## src/rtl/vga_sync_gen_if.sv

```systemverilog
// Output bundle of the VGA pixel-timing stage: sync, visible flag,
// pixel coordinates, line/frame pulses and test-pattern colour.
interface vga_sync_gen_if;
  logic       hsync;
  logic       vsync;
  logic       video_on;
  logic [9:0] x;
  logic [9:0] y;
  logic       line_start;
  logic       frame_start;
  logic       frame_end;
  logic [7:0] rgb;

  modport master (
    output hsync, vsync, video_on, x, y,
    output line_start, frame_start, frame_end, rgb
  );

  modport slave (
    input hsync, vsync, video_on, x, y,
    input line_start, frame_start, frame_end, rgb
  );
endinterface

```

## src/rtl/vga_sync_gen.sv

```systemverilog
// 640x480@60 Hz VGA timing generator on the 25 MHz pixel clock.
// Two counters (h_cnt, v_cnt) drive x/y directly; every other output is
// decoded from the next-count values and registered, so all outputs describe
// the same pixel in the same cycle and sync lines are glitch-free.
// Optional colour-bar test pattern: define VGA_TEST_PATTERN_EN.
module vga_sync_gen #(
  parameter int H_VISIBLE   = 640,
  parameter int H_FRONT     = 16,
  parameter int H_SYNC      = 96,
  parameter int H_BACK      = 48,
  parameter int V_VISIBLE   = 480,
  parameter int V_FRONT     = 10,
  parameter int V_SYNC      = 2,
  parameter int V_BACK      = 33,
  parameter bit SYNC_ACTIVE = 1'b0
) (
  input  logic           vga_clk,
  input  logic           rst,
  vga_sync_gen_if.master vga
);

  localparam logic [9:0] H_LAST = 10'(H_VISIBLE + H_FRONT + H_SYNC + H_BACK - 1);
  localparam logic [9:0] V_LAST = 10'(V_VISIBLE + V_FRONT + V_SYNC + V_BACK - 1);
  localparam logic [9:0] H_VIS  = 10'(H_VISIBLE);
  localparam logic [9:0] V_VIS  = 10'(V_VISIBLE);
  localparam logic [9:0] HS_BEG = 10'(H_VISIBLE + H_FRONT);
  localparam logic [9:0] HS_END = 10'(H_VISIBLE + H_FRONT + H_SYNC);
  localparam logic [9:0] VS_BEG = 10'(V_VISIBLE + V_FRONT);
  localparam logic [9:0] VS_END = 10'(V_VISIBLE + V_FRONT + V_SYNC);

  logic [9:0] h_cnt, v_cnt;
  logic [9:0] h_nxt, v_nxt;
  // Low while in reset and for the first edge after it, so that the first
  // post-reset cycle presents pixel (0,0) rather than (1,0).
  logic       run;

  logic hs_nxt, vs_nxt, vis_nxt, ls_nxt, fs_nxt, fe_nxt;
  logic hsync_q, vsync_q, video_on_q, line_start_q, frame_start_q, frame_end_q;

  // Next pixel position: hold at (0,0) until running, then raster scan.
  always_comb begin
    h_nxt = '0;
    v_nxt = '0;
    if (run) begin
      if (h_cnt == H_LAST) begin
        h_nxt = '0;
        v_nxt = (v_cnt == V_LAST) ? 10'd0 : v_cnt + 10'd1;
      end else begin
        h_nxt = h_cnt + 10'd1;
        v_nxt = v_cnt;
      end
    end
  end

  // Decode the next position so the registered outputs line up with x/y.
  always_comb begin
    hs_nxt  = (h_nxt >= HS_BEG) && (h_nxt < HS_END);
    vs_nxt  = (v_nxt >= VS_BEG) && (v_nxt < VS_END);
    vis_nxt = (h_nxt < H_VIS) && (v_nxt < V_VIS);
    ls_nxt  = (h_nxt == 10'd0);
    fs_nxt  = (h_nxt == 10'd0) && (v_nxt == 10'd0);
    fe_nxt  = (h_nxt == 10'd0) && (v_nxt == V_VIS);
  end

  // Counter and timing-output registers; reset forces the idle state.
  always_ff @(posedge vga_clk) begin
    if (rst) begin
      run           <= 1'b0;
      h_cnt         <= '0;
      v_cnt         <= '0;
      hsync_q       <= ~SYNC_ACTIVE;
      vsync_q       <= ~SYNC_ACTIVE;
      video_on_q    <= 1'b0;
      line_start_q  <= 1'b0;
      frame_start_q <= 1'b0;
      frame_end_q   <= 1'b0;
    end else begin
      run           <= 1'b1;
      h_cnt         <= h_nxt;
      v_cnt         <= v_nxt;
      hsync_q       <= hs_nxt ? SYNC_ACTIVE : ~SYNC_ACTIVE;
      vsync_q       <= vs_nxt ? SYNC_ACTIVE : ~SYNC_ACTIVE;
      video_on_q    <= vis_nxt;
      line_start_q  <= ls_nxt;
      frame_start_q <= fs_nxt;
      frame_end_q   <= fe_nxt;
    end
  end

  assign vga.x           = h_cnt;
  assign vga.y           = v_cnt;
  assign vga.hsync       = hsync_q;
  assign vga.vsync       = vsync_q;
  assign vga.video_on    = video_on_q;
  assign vga.line_start  = line_start_q;
  assign vga.frame_start = frame_start_q;
  assign vga.frame_end   = frame_end_q;

`ifdef VGA_TEST_PATTERN_EN
  localparam int BAR_W = H_VISIBLE / 8;

  // Colour of the vertical bar containing column col.
  function automatic logic [7:0] bar_colour(input logic [9:0] col);
    logic [2:0] idx;
    idx = '0;
    for (int i = 1; i < 8; i++) begin
      if (col >= 10'(i * BAR_W)) idx = 3'(i);
    end
    case (idx)
      3'd0:    bar_colour = 8'hFF;
      3'd1:    bar_colour = 8'hFC;
      3'd2:    bar_colour = 8'h1F;
      3'd3:    bar_colour = 8'h1C;
      3'd4:    bar_colour = 8'hE3;
      3'd5:    bar_colour = 8'hE0;
      3'd6:    bar_colour = 8'h03;
      default: bar_colour = 8'h00;
    endcase
  endfunction

  logic [7:0] rgb_q;

  // Colour register, blanked outside the visible area.
  always_ff @(posedge vga_clk) begin
    if (rst) rgb_q <= 8'h00;
    else     rgb_q <= vis_nxt ? bar_colour(h_nxt) : 8'h00;
  end

  assign vga.rgb = rgb_q;
`else
  assign vga.rgb = 8'h00;
`endif

endmodule
```

## src/flat_wrapper.sv

```systemverilog
// flat-port wrapper written by rule: the top's interface ports become plain ports
module vga_sync_gen_flat 
#(
  parameter int H_VISIBLE   = 640,
  parameter int H_FRONT     = 16,
  parameter int H_SYNC      = 96,
  parameter int H_BACK      = 48,
  parameter int V_VISIBLE   = 480,
  parameter int V_FRONT     = 10,
  parameter int V_SYNC      = 2,
  parameter int V_BACK      = 33,
  parameter bit SYNC_ACTIVE = 1'b0
)
  (vga_clk, rst, vga_hsync, vga_vsync, vga_video_on, vga_x, vga_y, vga_line_start, vga_frame_start, vga_frame_end, vga_rgb);
  vga_sync_gen_if vga_i ();
  input  logic vga_clk;
  input  logic rst;
  output wire logic [$bits(vga_i.hsync)-1:0] vga_hsync;
  output wire logic [$bits(vga_i.vsync)-1:0] vga_vsync;
  output wire logic [$bits(vga_i.video_on)-1:0] vga_video_on;
  output wire logic [$bits(vga_i.x)-1:0] vga_x;
  output wire logic [$bits(vga_i.y)-1:0] vga_y;
  output wire logic [$bits(vga_i.line_start)-1:0] vga_line_start;
  output wire logic [$bits(vga_i.frame_start)-1:0] vga_frame_start;
  output wire logic [$bits(vga_i.frame_end)-1:0] vga_frame_end;
  output wire logic [$bits(vga_i.rgb)-1:0] vga_rgb;
  assign vga_hsync = vga_i.hsync;
  assign vga_vsync = vga_i.vsync;
  assign vga_video_on = vga_i.video_on;
  assign vga_x = vga_i.x;
  assign vga_y = vga_i.y;
  assign vga_line_start = vga_i.line_start;
  assign vga_frame_start = vga_i.frame_start;
  assign vga_frame_end = vga_i.frame_end;
  assign vga_rgb = vga_i.rgb;
  vga_sync_gen #(.H_VISIBLE(H_VISIBLE), .H_FRONT(H_FRONT), .H_SYNC(H_SYNC), .H_BACK(H_BACK), .V_VISIBLE(V_VISIBLE), .V_FRONT(V_FRONT), .V_SYNC(V_SYNC), .V_BACK(V_BACK), .SYNC_ACTIVE(SYNC_ACTIVE)) u_core (.vga_clk(vga_clk), .rst(rst), .vga(vga_i));
endmodule
```

## config.mk

```make
export PLATFORM = sky130hd
export DESIGN_NAME = vga_sync_gen_flat
export DESIGN_NICKNAME = d
export VERILOG_FILES = /design/src/rtl/vga_sync_gen_if.sv /design/src/rtl/vga_sync_gen.sv /design/src/flat_wrapper.sv
export SDC_FILE = /design/constraint.sdc
export NUM_CORES = 1
export LEC_CHECK = 0
export CORE_MARGIN = 10
export CORE_UTILIZATION = 45
export CTS_CLUSTER_DIAMETER = 40
export DETAILED_ROUTE_END_ITERATION = 16
export PLACE_DENSITY = 0.75
export SYNTH_ARGS = -nofsm -noshare
export SYNTH_HDL_FRONTEND = slang
export SYNTH_SLANG_ARGS = --single-unit
```

## constraint.sdc

```tcl
create_clock -name vga_clk -period 2.6 [get_ports vga_clk]
set_clock_uncertainty 0.15 [all_clocks]
set_input_delay 0.26 -clock vga_clk [delete_from_list [all_inputs] [get_ports vga_clk]]
set_output_delay 0.26 -clock vga_clk [all_outputs]
set_load 0.1 [all_outputs]
```

==> summary.md, run 1 <==
| Metric | Value |
|---|---|
| Max Freq | just over 400 MHz |
| Largest family of logic cells by synthesized area | simple AND/OR/NAND/NOR gates |
| Reg-to-Reg End | u_core.vga.vsync |
| Sum of negative setup slack | 0 ns |
| Hold Fails Final Rpt | 0 |
| Sink Count | 27 |
| Status | finished clean |
| CP Buf/Inv Count | 0 |
| Area of the multi-input gates | ~1000 um2 |
| Dpl ws | ~0.15 ns |
| I/O Buffers | 27 |
| Slew Limit Fails | 0 |
| Initial antenna violation count | 0 |
| Ports | 36 |
| Post-synthesis adder-cell area fraction | between 2 and 2.5% |
| Number of synthesized register bits | 27 |
| Kind of critical path | reg2reg |
| Commonest non-fill, non-tap cell in the layout | buf_4 |
| Vias in the first global route | 1,380 |
| YS warnings | 0 |
| Drt via density | ~5.6 |
| Ys async rst share | 0% |
| Launch point of the worst hold path | u_core.vga.x[0] |
| Worst path slowest cell | dfxtp_4 |
| Core Region | between 3000 and 4000 um2 |
| CP cell instances | ha_4 -> nand4_4 -> nor4_2 -> xnor2_1 -> nor4b_1 -> nand3_1 -> or3_1 |
| Largest net degree at the start of global routing | 17 |
| Hold path cells | 1 |
| CTS Hold Buffers Added | 0 |
| Vias | 1,433 |
| Post-synthesis compound-gate area fraction | about a tenth |
| WP data required | approximately 2.7 ns |
| Ant diodes | 0 |
| CP Launch Point | u_core.vga.x[1] |
| ANT nets after route | 0 |
| Synth Area per Inst | a little under 9 um2 |
| Die Area | about 6500 um2 |
| Distinct cell type count after synthesis | approximately 50 |
| Routability cong. | between 0.8 and 0.9 |
| Startpoint types | register |
| Clock Tree Buf Depth | 2 |
| Setup slack after layout | between 0.1 and 0.15 ns |
| Maximum fanout along the worst path | 10 |
| Worst Reg-to-Reg Cells | 7 |
| CTS tree | built |
| Power Density | 379.1 nW/um2 |
| Initial core utilization | 47.95% |
| Die width | 80.33 um |
| # nets final | about 220 |
| Cells after Synth | roughly 190 |
| Main synth FF type | dfxtp_1 |
| Max-cap check violation count | 0 |
| XOR/XNOR share of the synthesized area | under 10% |
| Total CTS buffers | 3 |
| First-pass GRT wire length | roughly 6600 um |
| Clock-pin slew on the worst setup and hold paths | around 0.16 ns |
| R2r startpoint | u_core.vga.x[1] |
| Area grow syn2layout | 17.34% |
| Crit. End Element | register |
| Share of cells above drive strength 1 | 28.77% |
| Final setup violation count | 0 |
| DR pass1 iterations | 4 |
| Final wirelength | ~4000 um |
| Post-detail-place hpwl | ~3000 um |
| Gr usage total | ~12% |
| 1st-iter DRT viols | 130 |
| Worst min-delay path class | reg2reg |
| GR Overflow Total | 0 |
| Total power | roughly 730 uW |
| Worst path max stage delay | around 0.42 ns |
| Most frequent cells in the layout | buf_4 (29), nor2_1 (21), xnor2_1 (14), nand3_1 (11), dfxtp_1 (11) |
| Post-synthesis sequential area ratio | between 30% and 40% |
| Worst skew pair latency | 0.34 ns |
| Layout fillers | around 320 |
| Cell family with most CP delay | simple AND/OR/NAND/NOR gates |
| Min cycle time layout | 2.454 ns |
| Crit path DAT | 2.56 ns |
| Post-layout util | between 50 and 60% |
| Netlist Area Pre-Place | between 1500 and 2000 um2 |
| Leak Pwr | 0.0007745 uW |
| FF/Latch Area | roughly 580 um2 |
| Post-synth EDFFs | 0 |
| Die height | around 80 um |
| VDD IR max | 0.1352 mV |
| Multiplexer area fraction after synthesis | between 1 and 1.5% |
| Clock root buffer | clkbuf_4 |
| DRC viols | 0 |
| H-tree Lvls | 1 |
| Drt wl/cell | roughly 16 um |
| Worst Hold End | u_core.vga.x[0] |
| FF-to-FF setup slack | 0.15 ns |
| Fin crit share | 94.40% |
| Core Rows | 21 |
| Simple-gate share of the synthesized area | between 30% and 40% |
[how the worst max path moves through the flow]
stage                  endpoint  slack [ns]  cells past startpoint
2_1_floorplan  u_core.vga.vsync       0.002                      9
3_3_place_gp   u_core.vga.vsync        0.16                      7
3_5_place_dp   u_core.vga.vsync        0.15                      7
4_1_cts        u_core.vga.vsync        0.12                      7
5_1_grt        u_core.vga.vsync       -0.02                      7
6_report       u_core.vga.vsync        0.15                      7
[flip-flops by register name, summed over array words and instances (netlist names)]
name and flops:
u_core.run 1, u_core.vga.frame_end 1, u_core.vga.frame_start 1, u_core.vga.hsync 1, u_core.vga.line_start 1, u_core.vga.video_on 1
u_core.vga.vsync 1, u_core.vga.x 10, u_core.vga.y 10
[layout make-up]
cell class                      instances  share of cell area [%]
Sequential cell                        27                   30.08
Clock inverter                          1                  0.3906
Timing Repair Buffer                   30                   11.85
Inverter                                7                   1.367
Multi-Input combinational cell        144                   52.15
Clock buffer                            3                   1.172
Tap cell                               46                   2.995
[cell usage after synthesis (2+ instances only)]
cell / instances / share of area [%]
xnor2_1: 15 / 8.0
mux2i_1: 2 / 1.2
a21oi_1: 5 / 1.5
nor2b_1: 3 / 1.1
buf_4: 11 / 5.0
inv_1: 7 / 1.6
buf_2: 4 / 1.2
nor4b_1: 3 / 1.6
o211a_1: 2 / 1.2
o211ai_1: 2 / 0.92
o21ai_0: 5 / 1.5
nor2_1: 21 / 4.8
or3_1: 6 / 2.3
and4_1: 3 / 1.6
dfxtp_1: 27 / 33
and2_1: 3 / 1.1
a31oi_1: 3 / 1.1
nor4_2: 3 / 2.3
xor2_1: 3 / 1.6
ha_1: 3 / 2.3
nor3_1: 2 / 0.61
nand4_1: 6 / 2.3
nand2_1: 10 / 2.3
buf_6: 2 / 1.4
nand3_1: 11 / 3.4
and3_1: 3 / 1.1
nand4bb_1: 2 / 1.4
[cell families (layout without fill, tap and decap cells)]
family	Yosys count	after routing
AO/OA/AOI/OAI	25	25
XOR/XNOR	18	18
adder cells (fa/ha/maj)	3	3
buffers and inverters	25	41
flip-flops	27	27
multiplexers	2	2
other	1	8
AND/OR/NAND/NOR	88	88
[through the flow]
step	instances	hold WS, ns	area [um2]
global placement	254	0.3050	1868
CTS	258	0.3282	1898
global route	258	0.3490	1922
detailed placement	254	0.3074	1868
finish	258	0.3251	1922
floorplan	196	0.1750	1715
[metal layers]
layer	track usage, %	share of wire [%]	wire [um]	up-vias
li1	-	-	-	701
met4	5.458	2.1	84	0
met3	2.561	6.9	277	7
met2	18.70	45	1815	55
met5	0	0	0	-
met1	16.71	46	1844	670
[repair_timing]
item | in CTS | in global routing
buffers inserted | 0 | 0
gates resized for setup | 0 | 4
endpoints found under the setup margin | 0 | 1
[power by group]
part / switching, uW / internal [uW] / total, uW
logic: 98.1 / 14.7 / 113
clock network: 138 / 59.1 / 197
registers: 5.96 / 413 / 419
total: 242 / 487 / 729
No activity file was read; power rests on OpenSTA's default activity.
==> run 2: changes to the inputs <==
- GPL_TIMING_DRIVEN: not set -> 0
- REMOVE_ABC_BUFFERS: not set -> 1
==> run 2 against run 1 <==
Compared with the run above: register-to-register slack worse by 0.03 ns; non-clock buffer count up 2; power about the same; clock power down 4%; sequential share of layout area down 2.4 points; sequential power up 1%; die area unchanged; flip-flop and latch count unchanged; critical endpoint is now vga_y[2]; largest power group unchanged; highest routed layer unchanged.
==> summary.md, run 2 (same netlist as run 1, synthesis figures left out) <==
| Metric | Value |
|---|---|
| Worst min-delay path class | reg2reg |
| RSZ-0062 raised after global routing | true |
| Initial antenna violation count | 0 |
| Clock Tree Buf Depth | 2 |
| # nets final | between 200 and 250 |
| Max Freq | approximately 400 MHz |
| Maximum fanout along the worst path | 11 |
| Ant diodes | 0 |
| H-tree Lvls | 1 |
| Total CTS buffers | 3 |
| DRC viols | 0 |
| Setup slack after layout | between 0.09 and 0.1 ns |
| GR Overflow Total | 0 |
| Max-cap check violation count | 0 |
| Routability cong. | 0.9019 |
| Worst Reg-to-Reg Cells | 7 |
| First-pass GRT wire length | approximately 6400 um |
| Area grow syn2layout | 22.15% |
| Clock root buffer | clkbuf_4 |
| Drt wl/cell | ~15 um |
| Post-detail-place hpwl | around 2800 um |
| 1st-iter DRT viols | 139 |
| Drt via density | approximately 5.4 |
| Vias in the first global route | 1,265 |
| Power Density | around 360 nW/um2 |
| Vias | between 1,000 and 1,500 |
| Core Region | ~3400 um2 |
| Min cycle time layout | about 2.5 ns |
| Fin crit share | between 90 and 100% |
| Die height | about 80 um |
| Startpoint types | register |
| Share of cells above drive strength 1 | a little over an eighth |
| DR pass1 iterations | 6 |
| CP cell instances | clkdlybuf4s50_1 |
| Worst hold slack | ~0.35 ns |
| CP Buf/Inv Count | 1 |
| Cell family with most CP delay | buffers and inverters |
| Ports | 36 |
| Layout fillers | around 320 |
| VDD IR max | 0.1552 mV |
| Post-layout util | roughly three fifths |
| Worst skew pair latency | 0.33 ns |
| ANT nets after route | 0 |
| Kind of critical path | reg2out |
| Final wirelength | 3984 um |
| CTS Hold Buffers Added | 0 |
| I/O Buffers | 27 |
| CTS tree | built |
| FF-to-FF setup slack | ~0.12 ns |
| Sink Count | 27 |
| Status | finished clean |
| Levels on crit path | 1 |
| Commonest non-fill, non-tap cell in the layout | clkdlybuf4s50_1 |
| Initial core utilization | a little under half |
| Gr usage total | roughly an eighth |
| Die Area | roughly 6500 um2 |
| Dpl ws | -0.2593 ns |
| Crit path DAT | between 2 and 2.5 ns |
| Final setup violation count | 0 |
| Die width | about 80 um |
| Slew @ Worst Pin | just under 1 ns |
| WP data required | ~2.2 ns |
| Hold Fails Final Rpt | 0 |
| Relative slew slack | 34.39% |
| Slew Limit Fails | 0 |
| Worst path slowest cell | clkdlybuf4s50_1 |
| Sum of negative setup slack | 0 ns |
| Core Rows | 21 |
| Largest net degree at the start of global routing | 17 |
| Leak Pwr | between 0.0007 and 0.0008 uW |
| Worst path max stage delay | 1.21 ns |
| Hold path cells | 1 |
| Most frequent cells in the layout | clkdlybuf4s50_1 (26), nor2_1 (21), dfxtp_1 (21), xnor2_1 (15), nand3_1 (11) |
| Clock-pin slew on the worst setup and hold paths | around 0.15 ns |
| Crit. End Element | primary output |
## run 2: cell types whose count changed in the layout (fill, tap and decap cells not counted)
cell	before	now
dfxtp_4	7	2
buf_4	29	5
o41ai_1	1	0
nand4_2	0	1
xnor2_1	14	15
xnor2_2	1	0
dfxtp_1	11	21
nor4_4	1	2
dfxtp_2	9	4
nor4_2	2	1
clkdlybuf4s50_1	1	26
o41ai_2	0	1
dlymetal6s2s_1	0	1
## run 2: path summary, 6_finish.rpt
path	startpoint	to
setup / recovery	u_core.vga.y[2]	vga_y[2]
hold / removal	u_core.vga.x[0]	u_core.vga.x[0]
setup reg to reg	u_core.vga.x[0]	u_core.vga.vsync
hold reg to reg	u_core.vga.x[0]	u_core.vga.x[0]
## run 2: area by class of cell
type | count | area, um2 | share of cell area (%)
Multi-Input combinational cell | 145 | 1023 | 51.16
Timing Repair Buffer | 32 | 310.3 | 15.51
Tap cell | 46 | 57.56 | 2.877
Inverter | 7 | 26.28 | 1.313
Sequential cell | 27 | 553.0 | 27.64
Clock buffer | 3 | 22.52 | 1.126
Clock inverter | 1 | 7.507 | 0.3752
## run 2: per-stage QoR
stage	instance area (um2)	power (uW)	std cells
CTS	1953	737.2	258
finish	2001	728.7	261
floorplan	1535	528.9	178
global route	2001	759.1	261
detailed placement	1863	545.6	251
global placement	1863	545.3	251
## run 2: what timing repair did
item,CTS,global route
setup buffers,3,2
setup endpoints to repair,11,6
cloned,0,1
resized for setup,7,8
pin swaps,1,1
## run 2: where the power goes
group	internal (uW)	switching, uW	total [uW]
sequential	418	6.23	424
clock	58.8	132	190
combinational	16.2	97.7	114
## run 2: metal layers
metal  vias up  part of all wire, %  global-route usage, %
li1        711                    -                      -
met1       662                   45                  15.50
met2        31                   48                  19.50
met3         6                  5.6                  2.895
met4         0                  1.5                  3.697
met5         -                    0                      0
==> run 3: changes to the inputs <==
- MAX_ROUTING_LAYER: not set -> met4
==> run 3 against run 2 <==
Compared with the run above: critical path depth is the same; register-to-register slack barely moved; fmax increased by 0.41%; largest power group unchanged; sequential power is essentially flat.
==> summary.md, run 3 (same netlist as run 1, synthesis figures left out) <==
| Metric | Value |
|---|---|
| Status | finished clean |
| Most frequent cells in the layout | clkdlybuf4s50_1 (25), nor2_1 (21), dfxtp_1 (21), xnor2_1 (13), nand3_1 (11) |
| Post-layout util | about 60% |
| Startpoint types | register |
| DR pass1 iterations | 4 |
| Power Density | ~350 nW/um2 |
| Clock-pin slew on the worst setup and hold paths | 0.14 ns |
| Core Rows | 21 |
| Met1 GRT Util | 16.26% |
| Slew Limit Fails | 0 |
| Hold Fails Final Rpt | 0 |
| Crit path DAT | roughly 2.1 ns |
| Layout fillers | between 300 and 400 |
| Clock share of power | between 20% and 30% |
| GR Util met2 | about a fifth |
| GR Overflow Total | 0 |
| RSZ-0062 raised after global routing | true |
| Worst path slowest cell | clkdlybuf4s50_1 |
| Share of cells above drive strength 1 | between 10% and 20% |
| Worst skew pair latency | roughly 0.33 ns |
| Clock root buffer | clkbuf_4 |
| Final wirelength | 3982 um |
| H-tree Lvls | 1 |
| Gr usage total | between 10% and 20% |
| Worst min-delay path class | reg2reg |
| WP data required | between 2 and 2.5 ns |
| Vias in the first global route | between 1,000 and 1,500 |
| Clock Tree Buf Depth | 2 |
| Comb pwr share | around 16% |
| CTS Hold Buffers Added | 0 |
| Core Region | between 3000 and 4000 um2 |
| Maximum fanout along the worst path | 11 |
| CP cell instances | clkdlybuf4s50_1 |
| Internal | 492.2 uW |
| First-pass GRT wire length | about 6600 um |
| Ports | 36 |
| Sequential share of power | 58.7% |
| Slew @ Worst Pin | 0.9821 ns |
| Ant diodes | 0 |
| Final setup violation count | 0 |
| DRC viols | 0 |
| Switching part of the total | about a third |
| Fin crit share | approximately 96% |
| Area grow syn2layout | 24.45% |
| Total CTS buffers | 3 |
| Crit. End Element | primary output |
| Drt wl/cell | between 15 and 20 um |
| Commonest non-fill, non-tap cell in the layout | clkdlybuf4s50_1 |
| # nets final | 222 |
| VDD IR max | 0.1475 mV |
| Vias | roughly 1,400 |
| Relative slew slack | between 30% and 40% |
| Net switching power | about 230 uW |
| Worst path max stage delay | 1.21 ns |
| Max Freq | ~400 MHz |
| CP Buf/Inv Count | 1 |
| Post-detail-place hpwl | between 2000 and 3000 um |
| Kind of critical path | reg2out |
| GR peak layer | met2 |
| Drt via density | 5.385 |
| I/O Buffers | 27 |
| Routability cong. | roughly 0.9 |
| Min cycle time layout | around 2.5 ns |
| Initial antenna violation count | 0 |
| Worst hold slack | between 0.3 and 0.4 ns |
| Die height | 80.33 um |
| CTS tree | built |
| Max-cap check violation count | 0 |
| Die Area | ~6500 um2 |
| Cell family with most CP delay | buffers and inverters |
| Die width | roughly 80 um |
| GR Util met3 | 2.561% |
| 1st-iter DRT viols | 73 |
| Leak Pwr | 0.0008099 uW |
| Sink Count | 27 |
| Largest net degree at the start of global routing | 16 |
| ANT nets after route | 0 |
| Initial core utilization | 47.95% |
[run 3: worst paths after layout]
kind | end | cells after the start | slack, ns | from
hold / removal | u_core.vga.x[0] | 1 | 0.34 | u_core.vga.x[0]
hold reg to reg | u_core.vga.x[0] | 1 | 0.34 | u_core.vga.x[0]
setup reg to reg | u_core.vga.vsync | 8 | 0.11 | u_core.vga.x[0]
setup / recovery | vga_x[6] | 1 | 0.10 | u_core.vga.x[6]
[run 3: power groups by stage]
| stage | sequential (uW) | clock [uW] | combinational [uW] |
|---|---|---|---|
| finish | 424 | 185 | 114 |
| CTS | 426 | 192 | 113 |
| global route | 426 | 212 | 118 |
| global placement | 434 | 0 | 112 |
| detailed placement | 433 | 0 | 112 |
| floorplan | 465 | 0 | 63.9 |
[run 3: final cells by class]
type	instances	area (um2)	share of cell area, %
repair buffers	34	340.3	16.70
clock buffers	3	22.52	1.105
flip-flops and latches	27	553.0	27.13
clock inverters	1	5.005	0.2455
inverters	7	26.28	1.289
multi-input cells	144	1033	50.71
well taps	46	57.56	2.824
[run 3: what timing repair did]
item	4_1_cts	5_1_grt
setup buffers	2	5
gates resized for setup	7	12
endpoints found under the setup margin	11	7
pin swaps	1	2
[run 3: per-layer routing]
| layer | share of wire [%] | up-vias |
|---|---|---|
| li1 | - | 710 |
| met1 | 45 | 661 |
| met2 | 49 | 35 |
| met3 | 4.6 | 5 |
| met4 | 1.1 | 0 |
| met5 | 0 | - |
[run 3: per-stage QoR]
stage	setup TNS [ns]	setup slack (ns)	cells	power (uW)	cell area, um2
3_5_place_dp	-0.4741	-0.2766	251	545.4	1863
5_1_grt	-0.03999	-0.03999	262	756.0	2038
4_1_cts	0	0.01551	257	730.4	1943
6_report	0	0.1021	262	723.1	2038
3_3_place_gp	-0.3753	-0.2744	251	545.3	1863
2_1_floorplan	-6.929	-0.7627	178	528.9	1535
